**src/rtl/serial_adder_pkg.sv**
```systemverilog
// serial_adder_pkg: shared FSM state type and step/counter sizing helpers for serial_adder
package serial_adder_pkg;
    typedef enum logic {IDLE, RUN} state_t;
    function automatic int steps(input int width, input int chunk);
        return width / chunk;
    endfunction
    function automatic int cnt_width(input int n);
        return (n > 1) ? $clog2(n) : 1;
    endfunction
endpackage

```
**src/rtl/serial_adder_chunk_adder.sv**
```systemverilog
// chunk_adder: W-bit ripple adder of full_adder cells; ports i_a/i_b/i_cin in, o_sum/o_cout/o_cmsb (carry into MSB) out
module full_adder (
    input  logic i_a,
    input  logic i_b,
    input  logic i_cin,
    output logic o_sum,
    output logic o_cout
);
    assign o_sum  = i_a ^ i_b ^ i_cin;
    assign o_cout = (i_a & i_b) | (i_cin & (i_a ^ i_b));
endmodule

module chunk_adder #(
    parameter int W = 4
) (
    input  logic [W-1:0] i_a,
    input  logic [W-1:0] i_b,
    input  logic         i_cin,
    output logic [W-1:0] o_sum,
    output logic         o_cout,
    output logic         o_cmsb
);
    logic [W:0] w_c;
    assign w_c[0] = i_cin;
    for (genvar i = 0; i < W; i++) begin : g_fa
        full_adder u_fa (
            .i_a   (i_a[i]),
            .i_b   (i_b[i]),
            .i_cin (w_c[i]),
            .o_sum (o_sum[i]),
            .o_cout(w_c[i+1])
        );
    end
    assign o_cout = w_c[W];
    assign o_cmsb = w_c[W-1];
endmodule

```
**src/rtl/serial_adder.sv**
```systemverilog
// serial_adder: digit-serial WIDTH-bit adder, CHUNK bits/cycle; i_clk,i_rst,i_start,i_a,i_b,i_cin[,i_sub if SERIAL_ADDER_SUB_EN] in, o_busy,o_done,o_sum,o_cout,o_overflow out
module serial_adder
    import serial_adder_pkg::*;
#(
    parameter int WIDTH = 16,
    parameter int CHUNK = 4
) (
    input  logic             i_clk,
    input  logic             i_rst,
    input  logic             i_start,
    input  logic [WIDTH-1:0] i_a,
    input  logic [WIDTH-1:0] i_b,
    input  logic             i_cin,
`ifdef SERIAL_ADDER_SUB_EN
    input  logic             i_sub,
`endif
    output logic             o_busy,
    output logic             o_done,
    output logic [WIDTH-1:0] o_sum,
    output logic             o_cout,
    output logic             o_overflow
);
    localparam int STEPS = steps(WIDTH, CHUNK);
    localparam int CNT_W = cnt_width(STEPS);
    localparam logic [CNT_W-1:0] LAST = CNT_W'(STEPS - 1);
    state_t           r_state;
    logic [WIDTH-1:0] r_a;
    logic [WIDTH-1:0] r_b;
    logic [WIDTH-1:0] r_res;
    logic [WIDTH-1:0] w_res;
    logic             r_carry;
    logic [CNT_W-1:0] r_cnt;
    logic [CHUNK-1:0] w_sum;
    logic             w_cout;
    logic             w_cmsb;
    chunk_adder #(.W(CHUNK)) u_chunk (
        .i_a   (r_a[CHUNK-1:0]),
        .i_b   (r_b[CHUNK-1:0]),
        .i_cin (r_carry),
        .o_sum (w_sum),
        .o_cout(w_cout),
        .o_cmsb(w_cmsb)
    );
    // Result including the chunk being added this cycle, so the last step can load o_sum directly
    always_comb begin
        w_res = r_res;
        w_res[int'(r_cnt)*CHUNK +: CHUNK] = w_sum;
    end
    always_ff @(posedge i_clk) begin
        if (i_rst) begin
            r_state    <= IDLE;
            r_cnt      <= '0;
            r_carry    <= 1'b0;
            r_a        <= '0;
            r_b        <= '0;
            r_res      <= '0;
            o_busy     <= 1'b0;
            o_done     <= 1'b0;
            o_sum      <= '0;
            o_cout     <= 1'b0;
            o_overflow <= 1'b0;
        end else begin
            o_done <= 1'b0;
            case (r_state)
                IDLE: if (i_start) begin
                    r_a     <= i_a;
`ifdef SERIAL_ADDER_SUB_EN
                    // Subtract as A + ~B + ~Cin; inverting at capture keeps the RUN path add-only
                    r_b     <= i_sub ? ~i_b : i_b;
                    r_carry <= i_cin ^ i_sub;
`else
                    r_b     <= i_b;
                    r_carry <= i_cin;
`endif
                    r_cnt   <= '0;
                    r_state <= RUN;
                    o_busy  <= 1'b1;
                end
                RUN: begin
                    r_a     <= r_a >> CHUNK;
                    r_b     <= r_b >> CHUNK;
                    r_carry <= w_cout;
                    r_res   <= w_res;
                    r_cnt   <= r_cnt + 1'b1;
                    if (r_cnt == LAST) begin
                        r_state    <= IDLE;
                        o_busy     <= 1'b0;
                        o_done     <= 1'b1;
                        o_sum      <= w_res;
                        o_cout     <= w_cout;
                        o_overflow <= w_cmsb ^ w_cout;
                    end
                end
                default: r_state <= IDLE;
            endcase
        end
    end
endmodule

```
**config.mk**
```make
export PLATFORM = sky130hd
export DESIGN_NAME = serial_adder
export DESIGN_NICKNAME = d
export VERILOG_FILES = /design/src/rtl/serial_adder_pkg.sv /design/src/rtl/serial_adder_chunk_adder.sv /design/src/rtl/serial_adder.sv
export SDC_FILE = /design/constraint.sdc
export NUM_CORES = 1
export LEC_CHECK = 0
export CORE_UTILIZATION = 37
export CTS_BUF_LIST = sky130_fd_sc_hd__clkbuf_8
export DETAILED_ROUTE_END_ITERATION = 16
export DONT_BUFFER_PORTS = 1
export HOLD_SLACK_MARGIN = 0.02
export SLEW_MARGIN = 25
export SYNTH_ARGS = -nofsm -noshare
export SYNTH_HDL_FRONTEND = slang
export SYNTH_SLANG_ARGS = --single-unit
```
**constraint.sdc**
```tcl
create_clock -name i_clk -period 6.1 [get_ports i_clk]
set_input_delay 0 -clock i_clk [delete_from_list [all_inputs] [get_ports i_clk]]
set_output_delay 0 -clock i_clk [all_outputs]
set_load 0.02 [all_outputs]
```
======== Yosys cells after proc, flatten, opt, wreduce, memory -nomap -nowiden ========
Cells that the tools add are included.
word-level totals
  flip-flop bits (word level) ............. 72
  input port bits ......................... 36
  output and inout bits ................... 20
  word-level logic and storage cells ...... 59
cells by class
  add/subtract/negate cells ............... 2
  eq/ne operators ......................... 3
  shifts and indexed selects .............. 2
  mux-type cells .......................... 16
  bitwise operators ....................... 22
  reduce and logical (&&, ||, !) cells .... 3
operator list
  operator                 number
  $pmux 16 s2              2
  $neg 4->33               1
  $shift 4x33->16 const A  1
  $shiftx 4x33->16         1
  $mux 16                  2
  $bwmux 16                1
  $xor 1x1->1              9
  $and 1x1->1              8
  $mux 1                   6
  $pmux 1 s2               3
  $or 1x1->1               4
  $pmux 2 s2               1
  $reduce_and 2->1         2
  $add 2x1->2 const B      1
  $eq 2x2->1 const B       1
  $mux 2                   1
  $ne 2x1->1 const B       1
  $ne 2x2->1 const B       1
  $reduce_or 2->1          1
  $not 1->1                1

======== Depth between registers and ports, before layout ========
  depth in word-level cells ............... 10
  gate-level depth with buffers ........... 11
  depth with buffers taken out ............ 10

======== By module ========
A second synthesis with hierarchy kept.
second synthesis, totals
  cell total of the unflattened synthesis .. 341
  area total of the unflattened synthesis .. 3,340.7 um2
by module, submodules not included
  module        instances  cells each  area each (um2)  sequential area each (um2)
  serial_adder  1          337         3,260.6          1,441.4
  full_adder    4          1           20.0             0.0

======== Worst setup path before layout ========
OpenSTA, ideal clock, no wires.
  path kind ............................... reg2reg
  start ................................... register r_carry
  end ..................................... register o_sum[15]
  library setup time ...................... 0.122 ns
  data arrival time ....................... 2.419 ns
  required time ........................... 5.978 ns
  setup slack ............................. 3.559 ns
  stages on the path, launching flop included .. 12
  buffers on the path ..................... 1
  clock period less this slack ............ 2.541 ns
  cells stage by stage .................... dfxtp_1 -> inv_1 -> fa_1 -> inv_1 -> fa_1 -> inv_1 -> fa_1 -> inv_1 -> fa_1 -> clkbuf_1 -> and3_1 -> a221o_1
between the ends
  word-level cells in the longest chain between the ends .. 9
  elaborated cells on any way between the ends .. 12
  classes of those cells .................. shift: 1; mux: 1; bitwise: 10
RTL lines
  what                      line                            RTL
  start: declaration        serial_adder.sv:31              logic r_carry;
  start signal: assignment  serial_adder.sv:73              r_carry <= i_cin;
  start signal: assignment  serial_adder.sv:82              r_carry <= w_cout;
  $and 1x1->1               serial_adder_chunk_adder.sv:10  assign o_cout = (i_a & i_b) | (i_cin & (i_a ^ i_b));
  $or 1x1->1                serial_adder_chunk_adder.sv:10
  $and 1x1->1               serial_adder_chunk_adder.sv:10
  $or 1x1->1                serial_adder_chunk_adder.sv:10
  $and 1x1->1               serial_adder_chunk_adder.sv:10
  $or 1x1->1                serial_adder_chunk_adder.sv:10
  $xor 1x1->1               serial_adder_chunk_adder.sv:9   assign o_sum = i_a ^ i_b ^ i_cin;
  $shiftx 4x33->16 (*)      serial_adder.sv:47              w_res[int'(r_cnt)*CHUNK +: CHUNK] = w_sum;
  $bwmux 16 (*)             serial_adder.sv:47
  end signal: assignment    serial_adder.sv:89              o_sum <= w_res;
  end: declaration          serial_adder.sv:19              output logic [WIDTH-1:0] o_sum,
Every way passes the cells marked *; elsewhere a longest branch is shown, timed or not.
A chain may end at the register's enable or synchronous reset.

======== Worst setup path in the final report ========
Ends and elaborated chain as after synthesis.

==> metrics <==
Crit path max-delay family adder cells; final wirelength 6930 um; clock skew 12.2 ps; filler-free cell count of the finished design 462; RD Place Congestion 0.712; worst setup path class flip-flop to flip-flop; cell taking the most area after synthesis dfxtp_1; maximum buffer depth of the clock tree 2; post-synthesis sequential area ratio 45.1%; Final Max Tran Viols 0; # H-tree levels 3; Max-cap violations 0; area growth from synthesis to layout 22.9%; grt total ovfl 0; fmax 0.377 GHz; die height 94.9 um; Critical-path top delay cell fa_1; RSZ-0062 raised after global routing false; port bufs 0; initial antenna violation count 0; synth top area cells dfxtp_1, mux2i_1, mux2_2; Hold Path Class input port to flip-flop; Resized cells post-CTS 0; drt pass-1 iters 4; wire per inst 15.0 um; Initial Utilization 38.5%; clock latency on the worst-skew pair 340 ps; core area 8300 um^2; DR vias/cell 5.18; DRT iter0 DRCs 145; share of layout cells above drive strength 1 15.4%; Power Density 252 nW/um^2; final worst path period share 43.5%; Final Hold Fails 0; Setup crit end kind flip-flop; Worst Setup SP r_carry; Residual DRC 0; # IOs 56; WP data arrival 2880 ps; Num Clock Sinks 72; row count 33; Layout Nets 398; Synth Cell Area 3190 um^2; status finished clean; clock-pin slew on the worst setup and hold paths 80 ps; r2r setup slk 3450 ps; CP Cell Sequence inv_1 -> fa_1 -> inv_1 -> fa_1 -> inv_1 -> fa_1 -> inv_1 -> fa_1 -> and3_1 -> a221o_1; diode count 0; clock tree from TritonCTS built; largest net degree at the start of global routing 54; crit path buf inv count 4; worst hold start i_rst; Synth top area share 45.1%; warnings from Yosys 0; syn_area_per_cell 10.1 um^2; CP max FO 8; Routed Antenna Nets 0; # setup viols final 0; gr usage total 16.7%; Tmin final 2650 ps; leakage power 1.63 nW; worst flop-to-flop path startpoint r_carry; first-pass GRT wire length 11,400 um; Die ar. 9010 um^2; FF+latch count, synth 72; Gate Count Post-Synth 315; post-synth net total 361; Distinct cells, synth 29; max_slew headroom 48.3%; Startpoint Class flip-flop; cts bufs inserted 9; Placed Cells 397; number of global-route vias before repair 2,328; CP peak stage delay 550 ps; HPWL Detailed 4120 um; Slew @ Worst Pin 764 ps; DR vias 2,393; DIE WIDTH 94.9 um; setup TNS 0 ps; maximum vdd drop 0.128 mV; Root Driver clkbuf_8; Req. time, crit path 6330 ps
==> power by group <==
group,internal [mW],switching (mW),leakage [nW]
Clock,0.189,0.181,0.0970
Combinational,0.0655,0.0565,0.946
Sequential,0.486,0.0107,0.586
==> cell families after synthesis <==
logic type,after synthesis,share of synthesized area (%)
AO/OA/AOI/OAI,41,10.3
XOR/XNOR,1,0.274
adder cells (fa/ha/maj),10,4.86
buffers and inverters,35,5.60
flip-flops,72,45.1
multiplexers,58,19.2
AND/OR/NAND/NOR,98,14.7
==> worst register-to-register path: stages, from the launching register on <==
cell	delay, ps
dfxtp_1	330
inv_1	60
fa_1	400
inv_1	70
fa_1	150
inv_1	50
fa_1	390
inv_1	90
fa_1	550
and3_1	210
a221o_1	250
==> metal layers <==
metal,GRT usage (%),up-vias,share of wire [%]
li1,-,1172,-
met1,20.2,1139,45
met2,28.2,73,48
met3,5.64,9,5.6
met4,4.55,0,1.2
met5,0,-,0
==> synthesized netlist by cell type <==
| cell type | instances |
|---|---|
| dfxtp_1 | 72 |
| a21o_1 | 2 |
| and3_1 | 2 |
| buf_4 | 5 |
| a32oi_1 | 14 |
| mux2_2 | 25 |
| buf_6 | 2 |
| fa_1 | 4 |
| nand2_1 | 28 |
| or2_2 | 1 |
| mux2i_1 | 33 |
| nor2_1 | 51 |
| a22o_1 | 4 |
| ha_1 | 6 |
| clkbuf_1 | 6 |
| and4bb_2 | 5 |
| a21oi_1 | 3 |
| a221o_1 | 2 |
| o21a_1 | 2 |
| a22oi_1 | 14 |
| nor2b_1 | 4 |
| and3b_4 | 1 |
| inv_1 | 10 |
| nor3b_1 | 2 |
| nor4bb_1 | 3 |
| and4b_1 | 1 |
| xnor2_1 | 1 |
| buf_1 | 1 |
| buf_2 | 11 |
==> final timing paths <==
kind | cells past startpoint | end
worst min-delay path | 3 | o_sum[5]
worst max-delay path | 10 | o_sum[15]
worst min register to register | 2 | o_sum[3]
worst max register to register | 10 | o_sum[15]
==> layout by cell type (no fill, tap or decap), types with 5 or more instances in the layout <==
| master | n |
|---|---|
| dfxtp_1 | 71 |
| a32oi_1 | 14 |
| inv_1 | 11 |
| mux2i_1 | 33 |
| ha_1 | 6 |
| a22oi_1 | 14 |
| and4bb_2 | 5 |
| mux2_2 | 25 |
| dlygate4sd3_1 | 47 |
| nand2_1 | 28 |
| clkbuf_8 | 9 |
| nor2_1 | 51 |
==> area by class of cell <==
cell class	instances	area, um^2
inverter	10	37.5
fill	783	4370
tap	105	131
clock inverter	7	71.3
clock buffer	9	124
timing repair buffer	51	526
sequential	72	1440
multi-input combinational	208	1590
==> flip-flops by register name, summed over array words and instances, names as in the netlist <==
signal      flops
r_res          16
r_b            16
o_done          1
o_overflow      1
o_cout          1
r_carry         1
r_a            16
o_busy          1
r_state         1
r_cnt           2
o_sum          16
==> repair_timing <==
| action | 4_1_cts | 5_1_grt |
|---|---|---|
| endpoints found under the hold margin | 56 | 0 |
| setup buffers | 0 | 0 |
| hold buffers | 49 | 0 |
==> metrics by stage <==
stage	area (um^2)	utilization (%)	total power [mW]	hold WS, ps	setup slack [ps]
after detailed placement	3210	38.6	0.591	80.4	3450
after floorplan	3190	-	0.584	147	3560
after global placement	3200	38.6	0.588	78.8	3480
final	3930	47.3	0.989	139	3450
after CTS	3910	47.1	0.998	119	3440
after global routing	3930	47.3	1.03	129	3360
Power figures use the tool's default switching activity.
